<file path="config.mk">
export PLATFORM = sky130hd
export DESIGN_NAME = ram_acc_arbiter
export DESIGN_NICKNAME = d
export VERILOG_FILES = /design/src/rtl/ram_acc_arbiter.sv
export SDC_FILE = /design/constraint.sdc
export NUM_CORES = 1
export LEC_CHECK = 0
export CORE_MARGIN = 2
export CORE_UTILIZATION = 34
export CTS_CLUSTER_DIAMETER = 60
export DETAILED_ROUTE_END_ITERATION = 16
export HOLD_SLACK_MARGIN = 0.06
export MAX_ROUTING_LAYER = met4
export PLACE_DENSITY = 0.77
export SKIP_LAST_GASP = 1
export SLEW_MARGIN = 10
export SYNTH_ARGS = -nofsm -noshare
export SYNTH_HDL_FRONTEND = slang
export SYNTH_SLANG_ARGS = --single-unit
</file>
<file path="constraint.sdc">
create_clock -name i_clk -period 1.5 [get_ports i_clk]
set_input_delay 0.225 -clock i_clk [delete_from_list [all_inputs] [get_ports i_clk]]
set_output_delay 0.225 -clock i_clk [all_outputs]
set_load 0.02 [all_outputs]
</file>
<file path="src/rtl/ram_acc_arbiter.sv">
`default_nettype none
// ============================================================================
//  Module   : ram_acc_arbiter
//  Purpose  : Round-robin arbiter that lets NUM_REQ requesters share a single
//             CSR-to-RAM bridge. It serves one access at a time and runs an
//             optional ack watchdog while waiting for the bridge.
//  Ports    : i_clk, i_sync_rst_n             - clock, sync active-low reset
//             i_req / i_req_is_wr             - per-requester request + op
//             i_byte_addr / i_wr_data /
//             i_wr_bit_en                     - packed per-requester fields
//             o_ack / o_err / o_rd_data       - completion back to the owner
//             o_acc_req ... o_wr_bit_en       - request toward the bridge
//             i_rd_ack / i_rd_data / i_wr_ack - bridge responses
//             o_busy / o_gnt_id               - arbiter status
//  Revision : 1.0 - initial release
// ============================================================================
module ram_acc_arbiter #(
  parameter int NUM_REQ             = 2,
  parameter int WORD_BIT_WIDTH      = 32,
  parameter int BYTE_ADDR_BIT_WIDTH = 5,
  parameter int TIMEOUT_CYCLES      = 15,
  localparam int GW = (NUM_REQ > 1) ? $clog2(NUM_REQ) : 1,
  localparam int W  = WORD_BIT_WIDTH,
  localparam int A  = BYTE_ADDR_BIT_WIDTH
) (
  input  logic                 i_clk,
  input  logic                 i_sync_rst_n,
  input  logic [NUM_REQ-1:0]   i_req,
  input  logic [NUM_REQ-1:0]   i_req_is_wr,
  input  logic [NUM_REQ*A-1:0] i_byte_addr,
  input  logic [NUM_REQ*W-1:0] i_wr_data,
  input  logic [NUM_REQ*W-1:0] i_wr_bit_en,
  output logic [NUM_REQ-1:0]   o_ack,
  output logic [NUM_REQ-1:0]   o_err,
  output logic [W-1:0]         o_rd_data,
  output logic                 o_acc_req,
  output logic                 o_acc_req_is_wr,
  output logic [A-1:0]         o_byte_addr,
  output logic [W-1:0]         o_wr_data,
  output logic [W-1:0]         o_wr_bit_en,
  input  logic                 i_rd_ack,
  input  logic [W-1:0]         i_rd_data,
  input  logic                 i_wr_ack,
  output logic                 o_busy,
  output logic [GW-1:0]        o_gnt_id
);

  typedef enum logic [1:0] {
    S_IDLE     = 2'd0,
    S_ISSUE    = 2'd1,
    S_WAIT_ACK = 2'd2,
    S_DONE     = 2'd3
  } state_t;

  // Watchdog counter is at least one bit wide even when the watchdog is off.
  localparam int              CW        = (TIMEOUT_CYCLES > 0) ? $clog2(TIMEOUT_CYCLES + 1) : 1;
  localparam logic [CW-1:0]   CNT_LIMIT = CW'(TIMEOUT_CYCLES);
  localparam logic [GW-1:0]   LAST_IDX  = GW'(NUM_REQ - 1);
  localparam logic [GW:0]     NUM_REQ_W = (GW + 1)'(NUM_REQ);

  state_t         state_q, state_d;
  logic [GW-1:0]  rr_ptr_q, rr_ptr_d;
  logic [GW-1:0]  owner_q, owner_d;
  logic           is_wr_q, is_wr_d;
  logic [A-1:0]   addr_q, addr_d;
  logic [W-1:0]   wdata_q, wdata_d;
  logic [W-1:0]   bit_en_q, bit_en_d;
  logic [CW-1:0]  cnt_q, cnt_d;
  logic           err_q, err_d;
  logic [W-1:0]   rd_data_q, rd_data_d;

  // Round-robin search: scan requesters starting at rr_ptr, wrapping once.
  // cand is one bit wider than the index so rr_ptr + k never overflows
  // before the wrap subtraction.
  logic [GW:0]    cand;
  logic           win_found;
  logic [GW-1:0]  win_idx;

  always_comb begin
    win_found = 1'b0;
    win_idx   = '0;
    cand      = '0;
    for (int k = 0; k < NUM_REQ; k++) begin
      cand = {1'b0, rr_ptr_q} + (GW + 1)'(k);
      if (cand >= NUM_REQ_W) begin
        cand = cand - NUM_REQ_W;
      end
      if (!win_found && i_req[cand[GW-1:0]]) begin
        win_found = 1'b1;
        win_idx   = cand[GW-1:0];
      end
    end
  end

  logic w_match_ack;
  logic w_wd_expired;

  // Only the ack type that matches the latched op completes the access.
  assign w_match_ack  = is_wr_q ? i_wr_ack : i_rd_ack;
  assign w_wd_expired = (TIMEOUT_CYCLES != 0) && (cnt_q == CNT_LIMIT);

  always_comb begin
    state_d   = state_q;
    rr_ptr_d  = rr_ptr_q;
    owner_d   = owner_q;
    is_wr_d   = is_wr_q;
    addr_d    = addr_q;
    wdata_d   = wdata_q;
    bit_en_d  = bit_en_q;
    cnt_d     = cnt_q;
    err_d     = err_q;
    rd_data_d = rd_data_q;

    unique case (state_q)
      S_IDLE: begin
        // Requester fields are captured only here; later input changes
        // cannot disturb the access in flight.
        if (win_found) begin
          state_d  = S_ISSUE;
          owner_d  = win_idx;
          is_wr_d  = i_req_is_wr[win_idx];
          addr_d   = i_byte_addr[int'(win_idx) * A +: A];
          wdata_d  = i_wr_data[int'(win_idx) * W +: W];
          bit_en_d = i_wr_bit_en[int'(win_idx) * W +: W];
          rr_ptr_d = (win_idx == LAST_IDX) ? '0 : win_idx + 1'b1;
        end
      end
      S_ISSUE: begin
        state_d = S_WAIT_ACK;
        cnt_d   = '0;
      end
      S_WAIT_ACK: begin
        // A matching ack wins over a watchdog expiry in the same cycle.
        if (w_match_ack) begin
          state_d   = S_DONE;
          err_d     = 1'b0;
          rd_data_d = is_wr_q ? '0 : i_rd_data;
        end else if (w_wd_expired) begin
          state_d   = S_DONE;
          err_d     = 1'b1;
          rd_data_d = '0;
        end else if (cnt_q != CNT_LIMIT) begin
          cnt_d = cnt_q + 1'b1;
        end
      end
      S_DONE: begin
        state_d = S_IDLE;
      end
      default: begin
        state_d = S_IDLE;
      end
    endcase
  end

  always_ff @(posedge i_clk) begin
    if (!i_sync_rst_n) begin
      state_q   <= S_IDLE;
      rr_ptr_q  <= '0;
      owner_q   <= '0;
      is_wr_q   <= 1'b0;
      addr_q    <= '0;
      wdata_q   <= '0;
      bit_en_q  <= '0;
      cnt_q     <= '0;
      err_q     <= 1'b0;
      rd_data_q <= '0;
    end else begin
      state_q   <= state_d;
      rr_ptr_q  <= rr_ptr_d;
      owner_q   <= owner_d;
      is_wr_q   <= is_wr_d;
      addr_q    <= addr_d;
      wdata_q   <= wdata_d;
      bit_en_q  <= bit_en_d;
      cnt_q     <= cnt_d;
      err_q     <= err_d;
      rd_data_q <= rd_data_d;
    end
  end

  logic [NUM_REQ-1:0] w_owner_onehot;
  assign w_owner_onehot = NUM_REQ'(1) << owner_q;

  assign o_acc_req       = (state_q == S_ISSUE);
  assign o_acc_req_is_wr = is_wr_q;
  assign o_byte_addr     = addr_q;
  assign o_wr_data       = wdata_q;
  assign o_wr_bit_en     = bit_en_q;
  assign o_rd_data       = rd_data_q;
  assign o_ack           = (state_q == S_DONE) ? w_owner_onehot : '0;
  assign o_err           = ((state_q == S_DONE) && err_q) ? w_owner_onehot : '0;
  assign o_busy          = (state_q != S_IDLE);
  assign o_gnt_id        = (state_q == S_IDLE) ? '0 : owner_q;

endmodule
`default_nettype wire

</file>
* Word-level counts from Yosys, hierarchy flattened
Cells that the tools add are included.
** Word-level totals
- Bits in registers :: 111
- Bits in latches :: 0
- Memory bits (writable) :: 0
- Bits in read-only memories :: 0
- Input bits :: 178
- Output and inout port bits :: 109
- Word-level logic and storage cells :: 76
- Memories kept :: 0
** Cells by class
- Add/subtract/negate cells :: 5
- Multiply operators :: 1
- Divide/modulo/power cells :: 0
- Magnitude comparators :: 5
- Equal/unequal tests :: 10
- Shift operators :: 4
- Mux-type cells :: 30
- Bitwise logic cells :: 0
- Reduce and logical (&&, ||, !) cells :: 11
** Operators with widths (count)
- indexed part select 64 x 7 -> 32 bit :: 2
- 2-to-1 mux 32 bit :: 3
- 2-to-1 mux 1 bit :: 17
- 2-to-1 mux 4 bit :: 3
- 2-to-1 mux 2 bit :: 5
- indexed part select 10 x 5 -> 5 bit :: 1
- inequality test 2 bit, second input constant :: 4
- case mux 2 bit (4 select lines) :: 1
- case mux 4 bit (2 select lines) :: 1
- < comparator 1 x 2 -> 1 bit, second input constant :: 3
- AND reduction 2 bit :: 3
- nonzero test 2 bit :: 3
- adder 4 x 1 -> 4 bit, second input constant :: 1
- equality test 2 bit, second input constant :: 2
- equality test 4 bit, second input constant :: 1
- multiplier 1 x 3 -> 4 bit, second input constant :: 1
- inequality test 4 bit, second input constant :: 1
- AND reduction 4 bit :: 1
- inequality test 3 bit, second input constant :: 1
- adder 1 x 1 -> 2 bit, second input constant :: 1
- equality test 2 x 1 -> 1 bit, second input constant :: 1
- greater-or-equal comparator 1 x 2 -> 1 bit, second input constant :: 1
- greater-or-equal comparator 2 bit, second input constant :: 1
- logical AND 1 bit :: 2
- 5 further kinds :: 6

* Longest topological paths before layout
Gate-level depths: netlist (run 1).
- Word-level depth :: 10
- Gate-level depth with buffers :: 7
- Depth with buffers taken out :: 5

* Least setup slack after synthesis (run 1)
Ideal clock, no wire load.
- Kind :: register to register
- From :: register is_wr_q (netlist: o_acc_req_is_wr)
- To :: register rd_data_q[10] (netlist: o_rd_data[10])
- Library setup time :: 0.072 ns
- Arrival time :: 1.487 ns
- Required time :: 1.428 ns
- Setup slack :: -0.059 ns
- Cell stages (with the launch flop) :: 5
- Path buffers :: 1
- Period minus slack after synthesis :: 1.559 ns
- Cell sequence :: dfxtp_1 mux2_4 o21ai_4 buf_8 mux2i_1
** Between the ends
- Longest elaborated chain between the ends :: 3
- Elaborated cells on any way between the ends :: 5
- Those cells by class :: 3 x mux; 2 x reduce/logical
** RTL lines
- start: declaration :: RTL line 64 : logic is_wr_q, is_wr_d;
- start signal: assignment :: RTL line 171 : is_wr_q <= is_wr_d;
- 2-to-1 mux 1 bit :: RTL line 99 : assign w_match_ack = is_wr_q ? i_wr_ack : i_rd_ack;
- nonzero test 2 bit (no source line)
- AND reduction 2 bit (no source line)
- end signal: assignment :: RTL line 177 : rd_data_q <= rd_data_d;
- end: declaration :: RTL line 70 : logic [W-1:0] rd_data_q, rd_data_d;
Several ways; a longest one is shown, not always the timed one.
A chain may end at the register's enable or synchronous reset.

* Worst setup path after layout (run 1)
- From :: register state_q[0]
- To :: register bit_en_q[1] (netlist: o_wr_bit_en[1])
** Between the ends
- Longest elaborated chain between the ends :: 2
** RTL lines
- start: declaration :: RTL line 61 : state_t state_q, state_d;
- start signal: assignment :: RTL line 168 : state_q <= state_d;
- logical NOT 2 bit :: RTL line 114 : unique case (state_q)
- AND reduction 2 bit (no source line)
- end signal: assignment :: RTL line 174 : bit_en_q <= bit_en_d;
- end: declaration :: RTL line 67 : logic [W-1:0] bit_en_q, bit_en_d;
Every way passes these cells.

==> reports/results.ini, run 1 <==
[clock_tree]
cts_root_buffer=clkbuf_16
cts_sinks=111
cts_tree=done
path_clk_slew_ps=70
clockBufferDepth=2
insertion_delay_ps=350
hold_buffers=0
h-tree-depth=3
cts_made_buffers=9

[floorplan]
dieArea_um2=14960
core_um2=13770
die_h_um=122.3
die_w_um=122.3
rows=43
io_pins=287
initial_core_util=0.3457

[placement]
port_buffers=286
dp_cells=978
preCtsSetupSlack_ps=-227.1
dp_hpwl_um=12960
gp_congestion=0.8942

[pwr]
irDropWorstVdd_mv=0.7575
switching_power_w=0.004379
comb_power_share=0.484
p_sw_frac=0.3729
clockPowerShare=0.194
powerDensity_nw_per_um2=1329
cellLeakagePower_nw=3.776
p_int_w=0.007362
power_frac_seq=0.322

[detailed_routing]
antenna_left=0
drcViolationCount=0
drt_iter0_drc=365
first_pass_iters=4
wire_per_inst_um=19.40
drt-total-wl_um=19670
via_count=5650
via_per_inst=5.572

[timing]
fin_crit_sh=1.008
slew_viol_final=0
holdWs_ps=418.8
clock.fmax_mhz=661.5
fin_skew_ps=5.201
finalSetupViolCount=4
slew-limit-headroom=0.7692
rsz0062_at_grt=true
period_needed_ps=1512
tns_ps=-30.78
hold_viol=0
tightest_slew_ps=346.1
worst_slack_ps=-11.63

[synth]
synthArstFlopShare=0
synth_seq_cells=111
yosysMostFrequentCell=dfxtp_1
synth_area_um2=4761
synth_top_area_cell=dfxtp_1
synth.distinct_cells=35
synth_fp_nets=714
synthCells=531
yosysWarnings=0
synthFlopType=dfxtp_1
avgSynthCellArea_um2=8.966
ys_seq_area_frac=0.4668
yosysTopAreaCellShare=0.4668
synth_edf_count=0
synth_common_cells=dfxtp_1 (111), nand3_1 (73), a21oi_1 (71)
synth_area_leaders=dfxtp_1 (47%), a32oi_1 (13%), nand3_1 (7.7%)

[setup_path]
cp_slowest_cell=dfxtp_4
worstSetupPathType=reg -> reg
crit_chain=inv_4 > ha_4 > buf_6 > and2_4 > buf_4 > buf_12 > nand3_1 > a21oi_1
worst_ep_arrival_time_ps=1790
cp_slowest_stage_delay_ps=370
required_ps=1780
worstRegToRegCells=8
cp-start-kind=flip-flop
endpoint_kind=flip-flop
cp_max_fo=8

[run_status]
violations=negative setup slack
outcome=finished, violations left

[global_route]
grt_pass1_wl_um=27190
grt_overflow=0
grt_max_degree=43
grt_antenna_before_repair=0
grt_pass1_vias=5452
grt.total_usage=0.2357

[hold_path]
hold_path.class=in -> reg
whs_path_depth=3

[finish]
fill_cells=1134
area_growth_pct=85.55
num-nets-final=1012
drive_gt1_frac=0.1619
diodes=0
fin_cells=1014

[job]
cap_violations=0

[cell usage in the layout (no fill, tap or decap), types with 3 or more instances in the layout]
cell type,Yosys,layout
a21oi_1,71,60
a21oi_2,0,11
a32oi_1,70,60
a32oi_2,0,10
buf_12,0,18
buf_2,16,4
buf_4,0,28
buf_6,0,8
clkbuf_16,0,16
clkdlybuf4s50_1,0,177
dfxtp_1,111,108
dfxtp_4,0,3
dlygate4sd2_1,0,102
ha_4,0,4
mux2i_1,33,32
nand2_1,68,67
nand3_1,73,69
nand3_2,0,4
nor2_1,4,4
[path summary, 6_finish.rpt]
check / from / to / slack [ps]
max: state_q[0]$_SDFFE_PN0P_ / o_wr_bit_en[1]$_SDFFE_PN0P_ / -10
min: i_rd_data[15] / o_rd_data[15]$_SDFFE_PN0P_ / 420
max reg2reg: state_q[0]$_SDFFE_PN0P_ / o_wr_bit_en[1]$_SDFFE_PN0P_ / -10
min reg2reg: o_rd_data[14]$_SDFFE_PN0P_ / o_rd_data[14]$_SDFFE_PN0P_ / 460
[power groups by stage]
stage	logic (W)	registers [W]	clock network [W]
2_1_floorplan	0.00198	0.00432	0
3_3_place_gp	0.00489	0.00378	0
3_5_place_dp	0.00500	0.00380	0
4_1_cts	0.00481	0.00374	0.00233
5_1_grt	0.00599	0.00384	0.00245
6_report	0.00568	0.00379	0.00228
[layer usage]
metal  share of wire  GRT usage  vias up
met3           0.071    0.04740       52
li1                -          -     2587
met4           0.034     0.1056        0
met2            0.49     0.4010      284
met1            0.41     0.2675     2727
met5               0          -        -
[registers in the layout, summed over array words and instances (netlist names)]
register and cells:
cnt_q 4, owner_q 1, o_wr_bit_en 32, o_byte_addr 5, o_rd_data 32, o_acc_req_is_wr 1
o_wr_data 32, state_q 2, rr_ptr_q 1, err_q 1
[timing repair]
item	CTS	global route
pin swaps	3	12
resized for setup	148	56
setup buffers	1	11
endpoints found under the setup margin	216	89
gates cloned	1	8
[logic make-up after synthesis]
kind of cell | Yosys count | share of synthesized area
buf+inv | 64 | 0.06176
xor+xnor | 1 | 0.001840
compound gates | 154 | 0.2276
flops | 111 | 0.4668
fa+ha+maj | 5 | 0.01314
simple gates | 162 | 0.1564
mux | 34 | 0.07254
[metrics by stage]
step                instance area [um2]    util  power [W]
finish                             8833  0.6414    0.01174
global route                       8833  0.6414    0.01228
CTS                                8302  0.6027    0.01088
detailed placement                 8080  0.5867   0.008805
global placement                   8080  0.5867   0.008670
floorplan                          4765       -   0.006295
[layout make-up]
class | count | area [um2] | area share
repair buffers | 345 | 3548 | 0.4017
clock buffers | 11 | 242.7 | 0.02748
flip-flops and latches | 111 | 2233 | 0.2528
clock inverters | 5 | 33.78 | 0.003824
multi-input cells | 356 | 2522 | 0.2856
well taps | 180 | 225.2 | 0.02550
inverters | 6 | 27.53 | 0.003116
[worst max-delay path: cells and delay by family (launching register included)]
family / cells / cell delay [ps]
buffers and inverters: 4 / 430
AOI/OAI and AO/OA: 1 / 150
adders and majority gates: 1 / 160
DFF: 1 / 370
and+or+nand+nor: 2 / 320
Power figures use the tool's default switching activity.
==> inputs of run 2 (changes only) <==
Settings changed: SLEW_MARGIN 10 to 25.
==> results of run 2 <==
No change in the layout: final DEF, timing and power equal those of run 1.
